$ cat config.mk
export PLATFORM = sky130hd
export DESIGN_NAME = iter_multdiv_unit
export DESIGN_NICKNAME = d
export VERILOG_FILES = /design/src/rtl/iter_multdiv_unit.sv
export SDC_FILE = /design/constraint.sdc
export NUM_CORES = 1
export LEC_CHECK = 0
export ABC_CLOCK_PERIOD_IN_PS = 8900
export CORE_MARGIN = 8
export CORE_UTILIZATION = 62
export DETAILED_ROUTE_END_ITERATION = 8
export PLACE_DENSITY = 0.88
export SYNTH_ARGS = -nofsm -noshare
export SYNTH_HDL_FRONTEND = slang
export SYNTH_SLANG_ARGS = --single-unit
$ cat constraint.sdc
create_clock -name Clk -period 8.9 [get_ports Clk]
set_input_delay 0.89 -clock Clk [delete_from_list [all_inputs] [get_ports Clk]]
set_output_delay 0.89 -clock Clk [all_outputs]
set_load 0.01 [all_outputs]
$ cat src/rtl/iter_multdiv_unit.sv
// Iterative radix-2 multiply/divide unit with HI/LO result registers.
// Shift-add multiply and restoring divide on magnitudes, sign-fixed in a final cycle.
module iter_multdiv_unit #(
  parameter int WIDTH = 32,
  parameter int CNT_W = $clog2(WIDTH) + 1
) (
  input  logic             Clk,
  input  logic             reset,
  input  logic             start,
  input  logic [1:0]       op,
  input  logic [WIDTH-1:0] a,
  input  logic [WIDTH-1:0] b,
  input  logic             hi_we,
  input  logic             lo_we,
  input  logic [WIDTH-1:0] wdata,
  output logic             busy,
  output logic             done,
  output logic             div_zero,
  output logic [WIDTH-1:0] hi,
  output logic [WIDTH-1:0] lo
);

  typedef enum logic [1:0] {S_IDLE, S_CALC, S_FIX, S_DONE} state_t;

  state_t               state_q, state_d;
  logic                 is_div_q, is_div_d;
  logic [CNT_W-1:0]     cnt_q, cnt_d;
  logic [2*WIDTH-1:0]   acc_q, acc_d;
  logic [WIDTH-1:0]     opb_q, opb_d;
  logic                 qneg_q, qneg_d;
  logic                 rneg_q, rneg_d;
  logic                 dz_q, dz_d;
  logic [WIDTH-1:0]     hi_q, hi_d;
  logic [WIDTH-1:0]     lo_q, lo_d;

  logic                 is_signed;
  logic [WIDTH-1:0]     a_abs, b_abs;
  logic [WIDTH:0]       mul_sum;
  logic [2*WIDTH-1:0]   mul_step;
  logic [WIDTH:0]       div_sh, div_diff;
  logic                 div_ok;
  logic [2*WIDTH-1:0]   div_step;
  logic [2*WIDTH-1:0]   prod_fix;
  logic [WIDTH-1:0]     quo_fix, rem_fix;

  // Both ops keep the magnitude of 'a' in the low half of acc; 'b' is the
  // multiplicand or divisor held in opb.
  always_comb begin
    is_signed = ~op[0];
    a_abs     = (is_signed && a[WIDTH-1]) ? -a : a;
    b_abs     = (is_signed && b[WIDTH-1]) ? -b : b;

    mul_sum  = {1'b0, acc_q[2*WIDTH-1:WIDTH]} + (acc_q[0] ? {1'b0, opb_q} : '0);
    mul_step = {mul_sum, acc_q[WIDTH-1:1]};

    div_sh   = {acc_q[2*WIDTH-1:WIDTH], acc_q[WIDTH-1]};
    div_diff = div_sh - {1'b0, opb_q};
    div_ok   = ~div_diff[WIDTH];
    div_step = {(div_ok ? div_diff[WIDTH-1:0] : div_sh[WIDTH-1:0]), acc_q[WIDTH-2:0], div_ok};

    // Two's-complement negation of the magnitude also yields MIN/-1 -> MIN.
    prod_fix = qneg_q ? -acc_q : acc_q;
    quo_fix  = qneg_q ? -acc_q[WIDTH-1:0] : acc_q[WIDTH-1:0];
    rem_fix  = rneg_q ? -acc_q[2*WIDTH-1:WIDTH] : acc_q[2*WIDTH-1:WIDTH];
  end

  always_comb begin
    state_d  = state_q;
    is_div_d = is_div_q;
    cnt_d    = cnt_q;
    acc_d    = acc_q;
    opb_d    = opb_q;
    qneg_d   = qneg_q;
    rneg_d   = rneg_q;
    dz_d     = dz_q;
    hi_d     = hi_q;
    lo_d     = lo_q;
    case (state_q)
      S_IDLE: begin
        if (start) begin
          is_div_d = op[1];
          opb_d    = b_abs;
          acc_d    = {{WIDTH{1'b0}}, a_abs};
          qneg_d   = is_signed & (a[WIDTH-1] ^ b[WIDTH-1]);
          rneg_d   = is_signed & a[WIDTH-1];
          cnt_d    = CNT_W'(WIDTH);
          dz_d     = op[1] && (b == '0);
          state_d  = (op[1] && (b == '0)) ? S_DONE : S_CALC;
        end else begin
          if (hi_we) hi_d = wdata;
          if (lo_we) lo_d = wdata;
        end
      end
      S_CALC: begin
        cnt_d = cnt_q - CNT_W'(1);
        acc_d = is_div_q ? div_step : mul_step;
        if (cnt_q == CNT_W'(1)) state_d = S_FIX;
      end
      S_FIX: begin
        if (is_div_q) begin
          hi_d = rem_fix;
          lo_d = quo_fix;
        end else begin
          hi_d = prod_fix[2*WIDTH-1:WIDTH];
          lo_d = prod_fix[WIDTH-1:0];
        end
        state_d = S_DONE;
      end
      default: state_d = S_IDLE;
    endcase
  end

  always_ff @(posedge Clk) begin
    if (reset) begin
      state_q  <= S_IDLE;
      is_div_q <= 1'b0;
      cnt_q    <= '0;
      acc_q    <= '0;
      opb_q    <= '0;
      qneg_q   <= 1'b0;
      rneg_q   <= 1'b0;
      dz_q     <= 1'b0;
      hi_q     <= '0;
      lo_q     <= '0;
    end else begin
      state_q  <= state_d;
      is_div_q <= is_div_d;
      cnt_q    <= cnt_d;
      acc_q    <= acc_d;
      opb_q    <= opb_d;
      qneg_q   <= qneg_d;
      rneg_q   <= rneg_d;
      dz_q     <= dz_d;
      hi_q     <= hi_d;
      lo_q     <= lo_d;
    end
  end

  assign busy     = (state_q != S_IDLE);
  assign done     = (state_q == S_DONE);
  assign div_zero = done & dz_q;
  assign hi       = hi_q;
  assign lo       = lo_q;

endmodule
==> results of run 1 <==
[critical path: cells and delay by family (launching register included)]
family                     cells  cell delay (ns)
AOI/OAI and AO/OA              6             1.38
adders and majority gates      1             0.42
buffers and inverters          1             0.77
DFF                            1             0.39
and+or+nand+nor                5             1.27
[where the power goes]
| part | switching, W | leakage (nW) | internal (W) |
|---|---|---|---|
| Sequential | 0.000243 | 1.41 | 0.000976 |
| Clock | 0.000375 | 0.290 | 0.000402 |
| Combinational | 0.00140 | 4.66 | 0.000901 |
[metal layers]
layer	track usage	up-vias
met4	0.1605	0
met5	0	-
li1	-	6808
met1	0.3921	6779
met2	0.4811	892
met3	0.05657	194
[registers in the layout (all words and copies together), names as in the netlist]
name      cells
acc_q        64
hi           32
lo           32
opb_q        32
cnt_q         6
state_q       2
dz_q          1
is_div_q      1
qneg_q        1
rneg_q        1
[cells by family (layout without fill, tap and decap cells)]
| family | after synthesis | in the layout | share of synthesized area |
|---|---|---|---|
| AOI/OAI and AO/OA | 588 | 588 | 0.2676 |
| and+or+nand+nor | 576 | 576 | 0.1931 |
| xor gates and xnor gates | 175 | 175 | 0.1115 |
| buffers and inverters | 173 | 272 | 0.05125 |
| DFF | 172 | 172 | 0.2475 |
| muxes | 81 | 81 | 0.05872 |
| adders and majority gates | 77 | 77 | 0.07032 |
[synthesized netlist by cell type (all sizes together) (3+ instances only)]
cell | count | share of area
o221ai | 7 | 0.0049
o31ai | 16 | 0.0096
a22oi | 20 | 0.011
a21oi | 204 | 0.074
and4 | 4 | 0.0025
mux2 | 5 | 0.0040
mux2i | 76 | 0.055
a31oi | 14 | 0.0063
ha | 75 | 0.067
a211o | 4 | 0.0025
inv | 59 | 0.016
a311oi | 11 | 0.0069
or3 | 21 | 0.0094
or2 | 5 | 0.0022
buf | 21 | 0.010
nand2b | 19 | 0.0085
a211oi | 71 | 0.039
dfxtp | 172 | 0.25
clkbuf | 93 | 0.025
o21bai | 5 | 0.0027
nand2 | 141 | 0.038
and2 | 9 | 0.0040
nor2b | 19 | 0.0085
and3 | 8 | 0.0036
xnor2 | 80 | 0.052
a21o | 35 | 0.019
a221oi | 5 | 0.0031
nor3 | 44 | 0.016
nor4 | 17 | 0.0087
nand3 | 20 | 0.0072
or4 | 5 | 0.0035
nand4 | 11 | 0.0049
o211a | 3 | 0.0022
o21a | 8 | 0.0044
o21ai | 120 | 0.043
a2111oi | 3 | 0.0020
nor2 | 235 | 0.064
nand3b | 5 | 0.0027
o211ai | 35 | 0.019
xor2 | 95 | 0.060
o41ai | 8 | 0.0064
a221o | 4 | 0.0029
[final cells by class]
| type | instances | share of cell area |
|---|---|---|
| clock buffer | 17 | 0.02627 |
| inverter | 59 | 0.01367 |
| sequential | 172 | 0.2127 |
| clock inverter | 15 | 0.01074 |
| multi-input combinational | 1497 | 0.6048 |
| tap | 285 | 0.02202 |
| timing repair buffer | 181 | 0.1099 |
[cells in the final DEF (no fill, tap or decap), drive strengths merged, types with 13 or more instances in the layout]
master | netlist | layout
nor2 | 235 | 235
a21oi | 204 | 204
dfxtp | 172 | 172
clkdlybuf4s50 | 0 | 168
nand2 | 141 | 141
o21ai | 120 | 120
xor2 | 95 | 95
xnor2 | 80 | 80
mux2i | 76 | 76
ha | 75 | 75
a211oi | 71 | 71
inv | 59 | 67
nor3 | 44 | 44
a21o | 35 | 35
o211ai | 35 | 35
or3 | 21 | 21
nand3 | 20 | 20
a22oi | 20 | 20
nor2b | 19 | 19
nand2b | 19 | 19
clkbuf | 93 | 17
nor4 | 17 | 17
o31ai | 16 | 16
a31oi | 14 | 14
buf | 21 | 13
[per-stage QoR]
step                utilization  hold slack (ns)
detailed placement       0.6973           0.4490
global route             0.7241           0.4847
finish                   0.7241           0.4595
global placement         0.6973           0.4397
CTS                      0.7241           0.4597
floorplan                     -           0.4317
[worst min-delay path by stage]
stage	depth (start not counted)	slack, ns	endpoint	start
final	2	0.46	hi[3]	hi[3]
after CTS	2	0.46	hi[3]	hi[3]
after global placement	2	0.44	opb_q[26]	opb_q[26]
after detailed placement	2	0.45	hi[3]	hi[3]
after global routing	2	0.48	opb_q[31]	opb_q[31]
after floorplan	2	0.43	dz_q	dz_q
==> impl_metrics.ini, run 1 <==
[status]
outcome = completed

[sta]
finalHoldViolCount = 0
fmaxAchievable_mhz = 231.8
worstMarginPinSlew_ns = 1.067
rsz0062_at_grt = no
setup_viol = 0
setup_slack_ns = 4.586
setup-tns-final_ns = 0
fin_crit_ns = 4.314
clock_skew_ns = 0.01453
slew_headroom = 0.2880
drv_slew = 0
finalCritPeriodShare = 0.4847

[clock_tree]
postCtsHoldBufs = 0
clock-sinks = 172
cts_inserted_buffers = 17
cts_root_buf = clkbuf_16
ctsLongestPathBuffers = 2
cts_resized = 0
clkLatencyLatePin_ns = 0.45
cts_setup_buffers = 0
h-tree-depth = 4
path_clk_slew_ns = 0.07
cts_tree = done

[drt]
drc = 0
wl_met3_mm = 4.247
vias = 14670
wire_per_inst_microns = 20.03
first_iter_violations = 1781
antenna_left = 0
wirelength_mm = 44.60
wirelength_met1_mm = 18.00
highest_layer = met4
viasPerCell = 6.592
firstDrtPassIters = 6
dr_wl_met2_mm = 19.94

[flow_run]
drv_cap = 0

[critical_path]
startpoint_type = flip-flop
cp.arrival_ns = 4.70
worst_setup_path_end_kind = flip-flop
ff2ff_path_depth = 13
path_cells = inv_1 -> nor2_1 -> ha_1 -> and4_1 -> o211ai_1 -> a21oi_1 -> o21ai_0 -> a21oi_1 -> a21boi_0 -> o21ai_0 -> nand4_1 -> or4b_2 -> nand3_1
cp.required_ns = 9.28
crit_path_end = acc_q[59]
startpoint = acc_q[0]
critical_path_class = reg2reg
slowest_stage = inv_1
r2r-start = acc_q[0]
reg2reg_to = acc_q[59]
worst_path_largest_cell_delay_ns = 0.77
path_max_fanout = 31
r2r_slack_ns = 4.59

[cells_and_area]
final-seq-area_sq_um = 3445
fin_nets = 2108
drive_above_1_share = 0.04070
nFillCells = 1677
antenna_cells = 0
final_cells = 2226
stdcell_area_sq_um = 16200
multi_input_area_sq_um = 9794
areaGrowthSynthToFinish_pct = 16.39

[global_route]
antenna_found_initial = 0
grt_pass1_vias = 13700
grt_pass1_wl_mm = 69.93
grt_overflow = 0
grt_max_degree = 72
grtUsageTotal = 0.3054

[pwr]
leakagePower_nw = 6.363
power_w = 0.004300
ir_drop_v = 0.0002912
powerDensity_nw_per_um2 = 265.5

[place]
postPlaceCellArea_sq_um = 15600
dp_slack_ns = 4.752
portBuffers = 169
placedCellCount = 2194
place_congestion = 1.009
place_hpwl_mm = 33.56

[floorplanning]
start_util = 0.6222
die_area_sq_um = 27490
die_x_microns = 165.8
dieHeight_microns = 165.8
ios = 170
num_rows = 55
core_sq_um = 22370

[synth]
ys_ff_latch = 172
ys_seq_area_frac = 0.2475
syn_area_sq_um = 13910
yosysWarnings = 0
synthFlopType = dfxtp_1
syn_inst = 1842
synth_edf_count = 0
yosys.cell_types.count = 78
avgSynthCellArea_sq_um = 7.554
synth_fp_nets = 2022
async_flop_share = 0

[min_path]
hold_path.class = reg2reg
Note: power is estimated with default switching activity, not from simulation.
==> inputs of run 2 (changes only) <==
==> config.mk (replaced) <==
export PLATFORM = sky130hd
export DESIGN_NAME = iter_multdiv_unit
export DESIGN_NICKNAME = d
export VERILOG_FILES = /design/src/rtl/iter_multdiv_unit.sv
export SDC_FILE = /design/constraint.sdc
export NUM_CORES = 1
export LEC_CHECK = 0
export ABC_CLOCK_PERIOD_IN_PS = 4390
export CORE_MARGIN = 8
export CORE_UTILIZATION = 58
export DETAILED_ROUTE_END_ITERATION = 8
export PLACE_DENSITY = 0.83
export SYNTH_ARGS = -nofsm -noshare
export SYNTH_HDL_FRONTEND = slang
export SYNTH_SLANG_ARGS = --single-unit
==> constraint.sdc (replaced) <==
create_clock -name Clk -period 4.39 [get_ports Clk]
set_input_delay 0.439 -clock Clk [delete_from_list [all_inputs] [get_ports Clk]]
set_output_delay 0.439 -clock Clk [all_outputs]
set_load 0.01 [all_outputs]
==> impl_metrics.ini, run 2 (synthesized netlist as in run 1, its figures left out) <==
[status]
outcome = completed

[sta]
finalCritPeriodShare = 0.8998
fmaxAchievable_mhz = 253.2
slew_headroom = 0.3817
clock_skew_ns = 0.01536
finalHoldViolCount = 0
rsz0062_at_grt = no
setup_viol = 0
setup_slack_ns = 0.4400
drv_slew = 0
fin_crit_ns = 3.950
setup-tns-final_ns = 0
hold_slack_ns = 0.4624
worstMarginPinSlew_ns = 0.9274

[min_path]
whs_endpoint = opb_q[31]
hold_start = opb_q[31]
whs_path_depth = 2
hold_path.class = reg2reg

[global_route]
grt_overflow = 0
grt_pass1_wl_mm = 70.87
antenna_found_initial = 2
grtUsageTotal = 0.3026
grt_pass1_vias = 13110
grt_max_degree = 81

[drt]
drc = 0
firstDrtPassIters = 5
viasPerCell = 6.301
wirelength_mm = 45.48
wire_per_inst_microns = 19.94
first_iter_violations = 1610
vias = 14370
antenna_left = 0

[critical_path]
worst_setup_path_end_kind = flip-flop
path_delay_family = compound AO/OA/AOI/OAI gates
cp.required_ns = 4.69
path_max_fanout = 14
path_cells = inv_1 -> nor2_1 -> ha_1 -> nor2b_1 -> o31ai_1 -> a21oi_1 -> o21ai_1 -> a2bb2oi_1 -> a221oi_1 -> o21ai_0 -> a21oi_1 -> xnor2_1 -> o211ai_1
slowest_stage = dfxtp_1
ff2ff_path_depth = 13
r2r_slack_ns = 0.44
reg2reg_to = acc_q[61]
cpMostUsedCell = a21oi_1
cp.arrival_ns = 4.25
worst_path_largest_cell_delay_ns = 0.48
r2r-start = acc_q[0]
critical_path_class = reg2reg
cp_num_buf_inv = 1
startpoint_type = flip-flop

[pwr]
ir_drop_v = 0.0003869
power_w = 0.008721
leakagePower_nw = 6.454
powerDensity_nw_per_um2 = 532.5

[cells_and_area]
drive_above_1_share = 0.05000
stdcell_area_sq_um = 16380
areaGrowthSynthToFinish_pct = 17.71
fin_nets = 2127
final_cell_mix = nor2_1 (232), a21oi_1 (199), dfxtp_1 (171)
largest_reg_flops = 64
nFillCells = 1983
regMostFlops = acc_q
final_common_cell = nor2_1

[floorplanning]
start_util = 0.5910
num_rows = 56
dieHeight_microns = 170.9
ios = 170
core_sq_um = 23540
die_x_microns = 170.9
die_area_sq_um = 29200

[place]
postPlaceCellArea_sq_um = 15780
place_hpwl_mm = 34.63
portBuffers = 169
dp_slack_ns = 0.3894
place_congestion = 0.9751

[clock_tree]
cts_root_buf = clkbuf_16
cts_inserted_buffers = 17
ctsLongestPathBuffers = 2
h-tree-depth = 4
cts_tree = done
path_clk_slew_ns = 0.07
postCtsHoldBufs = 0
clkLatencyLatePin_ns = 0.44
clock-sinks = 172

[flow_run]
drv_cap = 0
-- run 2: cell types whose count changed in the layout (fill, tap and decap cells not counted) --
cell,delta
diode_2,+2
inv_12,+1
o21ai_0,-1
o21ai_1,+1
inv_8,-2
clkinv_4,+2
clkinv_8,+1
bufinv_16,-1
clkinv_2,-1
buf_4,+19
-- run 2: worst max-delay path by stage --
stage | from | end | cells past startpoint
finish | acc_q[0] | acc_q[61] | 13
global route | acc_q[0] | acc_q[63] | 13
CTS | acc_q[0] | acc_q[61] | 13
detailed placement | acc_q[0] | acc_q[61] | 13
global placement | acc_q[0] | acc_q[61] | 13
floorplan | acc_q[0] | acc_q[59] | 15
-- run 2: final cells by class --
type | count | area [sq um] | area share
clock inverter | 15 | 166.4 | 0.01016
timing repair buffer | 200 | 1922 | 0.1173
sequential | 172 | 3445 | 0.2103
antenna | 2 | 5.005 | 0.0003056
inverter | 59 | 221.5 | 0.01352
multi-input combinational | 1497 | 9794 | 0.5980
tap | 319 | 399.1 | 0.02437
clock buffer | 17 | 425.4 | 0.02597
-- run 2: report_power, final --
part / internal (W) / leakage, nW / total [W] / switching (W)
logic: 0.00185 / 4.76 / 0.00475 / 0.00289
clock network: 0.000766 / 0.282 / 0.00154 / 0.000776
registers: 0.00198 / 1.41 / 0.00243 / 0.000455
-- run 2: per-layer routing --
layer | GRT usage | vias up | wire [microns]
met5 | 0 | - | 0
met4 | 0.1017 | 0 | 1328
met3 | 0.04932 | 84 | 3866
met2 | 0.4699 | 724 | 20230
met1 | 0.4203 | 6718 | 20050
li1 | - | 6847 | -
-- run 2: tightest hold or removal path: stages (launching register included) --
cell,delay [ns]
dfxtp_1,0.31
nand2_1,0.05
a21oi_1,0.05
-- run 2: timing repair --
action                     4_1_cts  5_1_grt
setup buffers                    0        0
setup endpoints to repair        0        2
gates resized for setup          0        1
-- run 2: through the flow --
| step | cells | utilization |
|---|---|---|
| CTS | 2279 | 0.6955 |
| floorplan | 1842 | - |
| global placement | 2247 | 0.6703 |
| detailed placement | 2247 | 0.6703 |
| finish | 2281 | 0.6957 |
| global route | 2281 | 0.6957 |
